[config.mk]
export PLATFORM = sky130hd
export DESIGN_NAME = rom_arbiter
export DESIGN_NICKNAME = d
export VERILOG_FILES = /design/src/rtl/rom_arbiter.sv
export SDC_FILE = /design/constraint.sdc
export NUM_CORES = 1
export LEC_CHECK = 0
export ABC_AREA = 1
export CORE_ASPECT_RATIO = 1.5
export CORE_MARGIN = 1
export CORE_UTILIZATION = 48
export DETAILED_ROUTE_END_ITERATION = 8
export PLACE_DENSITY_LB_ADDON = 0.12
export SETUP_SLACK_MARGIN = 0.5
export SYNTH_ARGS = -nofsm -noshare
export SYNTH_HDL_FRONTEND = slang
export SYNTH_SLANG_ARGS = --single-unit
[constraint.sdc]
create_clock -name clock_40 -period 3.4 [get_ports clock_40]
set_clock_uncertainty 0.15 [all_clocks]
set_input_delay 0.34 -clock clock_40 [delete_from_list [all_inputs] [get_ports clock_40]]
set_output_delay 0.34 -clock clock_40 [all_outputs]
set_load 0.01 [all_outputs]
[src/rtl/rom_arbiter.sv]
// Single-port ROM scheduler: download writes take priority over round-robin
// CPU / sound CPU reads. Every output is registered.
module rom_arbiter #(
  parameter int          AW       = 16,
  parameter int          RD_LAT   = 1,
  parameter logic [1:0]  SND_BASE = 2'b11
) (
  input  logic          clock_40,
  input  logic          reset,
  input  logic          dl_active,
  input  logic          dl_wr,
  input  logic [16:0]   dl_addr,
  input  logic [7:0]    dl_data,
  input  logic          cpu_req,
  input  logic [AW-1:0] cpu_addr,
  output logic          cpu_ack,
  output logic [7:0]    cpu_do,
  input  logic          snd_req,
  input  logic [13:0]   snd_addr,
  output logic          snd_ack,
  output logic [7:0]    snd_do,
  output logic [AW-1:0] mem_addr,
  output logic          mem_we,
  output logic [7:0]    mem_d,
  input  logic [7:0]    mem_q,
  output logic          dl_ovf,
  output logic [1:0]    fsm_state
);

  typedef enum logic [1:0] {IDLE = 2'd0, RD_CPU = 2'd1, RD_SND = 2'd2, WR = 2'd3} state_t;

  state_t          state, state_d;
  logic [2:0]      cnt, cnt_d;
  logic            buf_valid, buf_valid_d;
  logic [15:0]     buf_addr, buf_addr_d;
  logic [7:0]      buf_data, buf_data_d;
  logic            last_snd, last_snd_d;
  logic            cpu_ack_d, snd_ack_d, mem_we_d, dl_ovf_d;
  logic [7:0]      cpu_do_d, snd_do_d, mem_d_d;
  logic [AW-1:0]   mem_addr_d;

  // Handshake: req is a level held (with a stable address) until the one-cycle
  // ack; a req still high in its ack cycle is masked so it cannot re-grant.
  logic wr_in, cpu_elig, snd_elig, pick_cpu, pick_snd, rd_done;
  assign wr_in    = dl_wr & ~dl_addr[16];
  assign cpu_elig = cpu_req & ~cpu_ack;
  assign snd_elig = snd_req & ~snd_ack;
  assign pick_cpu = cpu_elig & (~snd_elig | last_snd);
  assign pick_snd = snd_elig & ~pick_cpu;
  assign rd_done  = (cnt == 3'd0);
  assign fsm_state = state;

  always_ff @(posedge clock_40) begin
    if (reset) begin
      state     <= IDLE;
      cnt       <= 3'd0;
      buf_valid <= 1'b0;
      buf_addr  <= 16'd0;
      buf_data  <= 8'd0;
      last_snd  <= 1'b1;
      cpu_ack   <= 1'b0;
      snd_ack   <= 1'b0;
      cpu_do    <= 8'd0;
      snd_do    <= 8'd0;
      mem_addr  <= '0;
      mem_we    <= 1'b0;
      mem_d     <= 8'd0;
      dl_ovf    <= 1'b0;
    end else begin
      state     <= state_d;
      cnt       <= cnt_d;
      buf_valid <= buf_valid_d;
      buf_addr  <= buf_addr_d;
      buf_data  <= buf_data_d;
      last_snd  <= last_snd_d;
      cpu_ack   <= cpu_ack_d;
      snd_ack   <= snd_ack_d;
      cpu_do    <= cpu_do_d;
      snd_do    <= snd_do_d;
      mem_addr  <= mem_addr_d;
      mem_we    <= mem_we_d;
      mem_d     <= mem_d_d;
      dl_ovf    <= dl_ovf_d;
    end
  end

  always_comb begin
    state_d = state;
    case (state)
      IDLE: begin
        if (buf_valid || wr_in)           state_d = WR;
        else if (!dl_active && pick_cpu)  state_d = RD_CPU;
        else if (!dl_active && pick_snd)  state_d = RD_SND;
      end
      RD_CPU, RD_SND: if (rd_done) state_d = IDLE;
      default: state_d = IDLE;
    endcase
  end

  always_comb begin
    cnt_d       = cnt;
    last_snd_d  = last_snd;
    cpu_ack_d   = 1'b0;
    snd_ack_d   = 1'b0;
    cpu_do_d    = cpu_do;
    snd_do_d    = snd_do;
    mem_addr_d  = mem_addr;
    mem_we_d    = 1'b0;
    mem_d_d     = mem_d;
    buf_valid_d = buf_valid;
    buf_addr_d  = buf_addr;
    buf_data_d  = buf_data;
    dl_ovf_d    = dl_ovf;
    case (state)
      IDLE: begin
        if (buf_valid) begin
          mem_addr_d  = AW'(buf_addr);
          mem_d_d     = buf_data;
          mem_we_d    = 1'b1;
          buf_valid_d = 1'b0;
        end else if (wr_in) begin
          mem_addr_d = AW'(dl_addr[15:0]);
          mem_d_d    = dl_data;
          mem_we_d   = 1'b1;
        end else if (state_d == RD_CPU) begin
          mem_addr_d = cpu_addr;
          cnt_d      = 3'(RD_LAT);
        end else if (state_d == RD_SND) begin
          mem_addr_d = AW'({SND_BASE, snd_addr});
          cnt_d      = 3'(RD_LAT);
        end
      end
      RD_CPU: begin
        if (rd_done) begin
          cpu_do_d   = mem_q;
          cpu_ack_d  = 1'b1;
          last_snd_d = 1'b0;
        end else cnt_d = cnt - 3'd1;
      end
      RD_SND: begin
        if (rd_done) begin
          snd_do_d   = mem_q;
          snd_ack_d  = 1'b1;
          last_snd_d = 1'b1;
        end else cnt_d = cnt - 3'd1;
      end
      default: ;
    endcase
    // Bytes not taken straight from IDLE park in the single-entry buffer;
    // a byte arriving while it is occupied is lost and flagged.
    if (wr_in) begin
      if (buf_valid) dl_ovf_d = 1'b1;
      else if (state != IDLE) begin
        buf_valid_d = 1'b1;
        buf_addr_d  = dl_addr[15:0];
        buf_data_d  = dl_data;
      end
    end
  end

endmodule

==> flow_metrics.env <==
export IMPL_grt_ovfl_total=0
export IMPL_final_layout_size_suffix_gt1_share_pct=5.98
export IMPL_yosysMostFrequentCell="nand2_1"
export IMPL_ff2ff_path_depth=11
export IMPL_synthTopCellsByArea="dfxtp_1 (46%), nand2_1 (15%), a21oi_1 (5.6%)"
export IMPL_dp_hpwl_um=6230
export IMPL_die_h_um=103
export IMPL_slew_headroom_pct=58.2
export IMPL_arrival_ps=2780
export IMPL_critPathRequiredTime_ps=3520
export IMPL_finalHoldViolations=0
export IMPL_syn_nets=519
export IMPL_crit_path_end_kind="flip-flop"
export IMPL_critical_path_max_stage_delay_ps=460
export IMPL_synthArstFlopShare_pct=0
export IMPL_outcome="completed"
export IMPL_ys_ff_latch=75
export IMPL_cts_buffers=9
export IMPL_setup_viol_count_final=0
export IMPL_fin_area_um2=4590
export IMPL_cts_sinks=75
export IMPL_avgSynthCellArea_um2=7.43
export IMPL_dp_cells=612
export IMPL_synth_top_cell_area_share_pct=45.7
export IMPL_worstSetupPathDepth=11
export IMPL_cts_clk_slew_worst_paths_ps=80
export IMPL_regToRegSetupSlack_ps=740
export IMPL_fin_cells=628
export IMPL_worst_slew_pin_slew_ps=626
export IMPL_rsz0062_at_grt="no"
export IMPL_start_util_pct=50.2
export IMPL_nets=625
export IMPL_worstSetupStartpoint="fsm_state[0]$_SDFF_PP0_"
export IMPL_clk_path_buf_depth=2
export IMPL_endpoint="mem_addr[9]$_SDFFE_PP0P_"
export IMPL_cpLargestDelayFamily="adder cells"
export IMPL_tritoncts="done"
export IMPL_ir_worst_vdd_uv=392
export IMPL_diodes=0
export IMPL_min_delay_start="cnt[0]$_SDFFE_PP0P_"
export IMPL_p_leak_uw=0.00190
export IMPL_nFillCells=545
export IMPL_period_share_pct=78.4
export IMPL_antenna_found_initial=0
export IMPL_clkLatencyLatePin_ps=340
export IMPL_die_w_um=69.5
export IMPL_die_area_um2=7180
export IMPL_grt_pass1_wl_um=14700
export IMPL_crit_type="flip-flop to flip-flop"
export IMPL_drcViolationCount=0
export IMPL_core_um2=6530
export IMPL_drt_iter0_drc=291
export IMPL_io_buffer_count=114
export IMPL_fin_hold_ws_ps=274
export IMPL_synth_seq_area_share_pct=45.7
export IMPL_rows=36
export IMPL_worstReg2RegEnd="mem_addr[9]$_SDFFE_PP0P_"
export IMPL_grt_start_max_net_pins=33
export IMPL_slowest_stage="dfxtp_1"
export IMPL_max_clock_freq_ghz=0.375
export IMPL_ctsHoldBuffers=0
export IMPL_hp_class="flip-flop to flip-flop"
export IMPL_h_tree_depth=3
export IMPL_gp_congestion=0.851
export IMPL_ant_nets=0
export IMPL_drt_total_wl_um=9130
export IMPL_ys_warn_count=0
export IMPL_yosysTopAreaCell="dfxtp_1"
export IMPL_ys_types=28
export IMPL_maxCapViolCount=0
export IMPL_yosys_top_cells_count="nand2_1 (131), dfxtp_1 (75), a21oi_1 (37)"
export IMPL_first_pass_iters=5
export IMPL_synth_edf_count=0
export IMPL_place_area_um2=4390
export IMPL_start_kind="flip-flop"
export IMPL_ioPinCount=115
export IMPL_grt_pass1_vias=3098
export IMPL_drv_slew=0
export IMPL_clockRootBuffer="clkbuf_8"
export IMPL_detail_route_wl_per_cell_um=14.5
export IMPL_fin_crit_ps=2660
export IMPL_r2r_start="fsm_state[0]$_SDFF_PP0_"
export IMPL_setup_tns_ps=0
export IMPL_powerDensity_nw_per_um2=684
export IMPL_syn2layout_area_growth_pct=39.8
export IMPL_cp_cell_sequence="inv_1, ha_1, nand2_2, nand3_1, nand2_1, inv_1, ha_1, o21ai_2, buf_4, o21ai_1, a31oi_1"
export IMPL_via_per_inst=5.35
export IMPL_track_usage_pct=25.8
export IMPL_vias=3358
export IMPL_synthesis_area_um2=3280
export IMPL_synth_flop_cell="dfxtp_1"
export IMPL_path_buf_inv=3
export IMPL_crit_path_max_fanout=32
export IMPL_syn_inst=442
cell families after synthesis:
family	count (synthesis)	share of synthesized area (%)
buffers and inverters	61	9.30
adder cells (fa/ha/maj)	8	3.05
flip-flops	75	45.7
AO/OA/AOI/OAI	124	21.0
AND/OR/NAND/NOR	174	20.9
timing repair:
action | in CTS | in global routing
setup endpoints to repair | 14 | 14
gates resized for setup | 1 | 2
buffers inserted | 0 | 1
report_power, final:
group          internal [uW]  switching, uW
logic                    611            699
registers               1090            120
clock network            299            321
total                   2000           1140
worst reg2reg max path, stage by stage (launching register included):
cell and delay [ps]:
dfxtp_1 460, inv_1 110, ha_1 340, nand2_2 180
nand3_1 90, nand2_1 150, inv_1 70, ha_1 290
o21ai_2 140, buf_4 330, o21ai_1 120, a31oi_1 160
layout make-up:
type	instances	area, um^2	share of cell area, %
Tap cell	76	95.1	2.07
Clock inverter	4	26.3	0.573
Multi-Input combinational cell	306	1490	32.4
Clock buffer	11	151	3.30
Timing Repair Buffer	120	1190	25.8
Sequential cell	75	1500	32.7
Inverter	36	141	3.08
worst min-delay path by stage:
stage,end,slack [ps],cells after the start
global placement,cnt[0]$_SDFFE_PP0P_,260,1
detailed placement,cnt[0]$_SDFFE_PP0P_,270,1
CTS,cnt[0]$_SDFFE_PP0P_,280,1
floorplan,cnt[0]$_SDFFE_PP0P_,250,1
finish,cnt[0]$_SDFFE_PP0P_,270,1
global route,cnt[0]$_SDFFE_PP0P_,320,1
cells in the final DEF (no fill, tap or decap):
cell type and n:
dfxtp_1 75, o21ai_2 1, clkdlybuf4s50_1 114, inv_1 29
nor2_1 32, nor3_1 2, inv_2 4, a31oi_1 22
clkinvlp_4 2, inv_4 1, a21oi_1 37, ha_4 1
clkinv_4 1, o21a_1 1, nand2_2 1, nand2_1 131
nand2_4 2, buf_4 6, o21ai_1 16, o21ai_0 34
o211ai_1 1, clkinv_1 1, clkinv_2 2, a22o_1 1
nand3_1 5, nor2_4 1, ha_1 7, clkbuf_8 11
a22oi_1 11
flip-flops by register name, summed over array words and instances, names as in the netlist, 2 cells and up:
register / count
mem_d: 8
snd_do: 8
buf_data: 8
cpu_do: 8
mem_addr: 16
buf_addr: 16
fsm_state: 2
cnt: 3
routing by layer:
layer / routed length (um) / vias to the layer above / GRT usage (%)
met1: 3730 / 1546 / 30.2
li1: - / 1661 / -
met5: 0 / - / 0
met3: 611 / 16 / 5.81
met2: 4590 / 135 / 45.6
met4: 193 / 0 / 10.8
per-stage QoR:
step                      setup slack (ps)  power [uW]  utilization (%)
after floorplan                       1090        1960                -
after global routing                   524        3340             70.3
after CTS                              634        3120             69.9
after global placement                 280        2460             67.2
final                                  736        3140             70.3
after detailed placement               156        2490             67.2
Note: power is estimated with default switching activity, not from simulation.
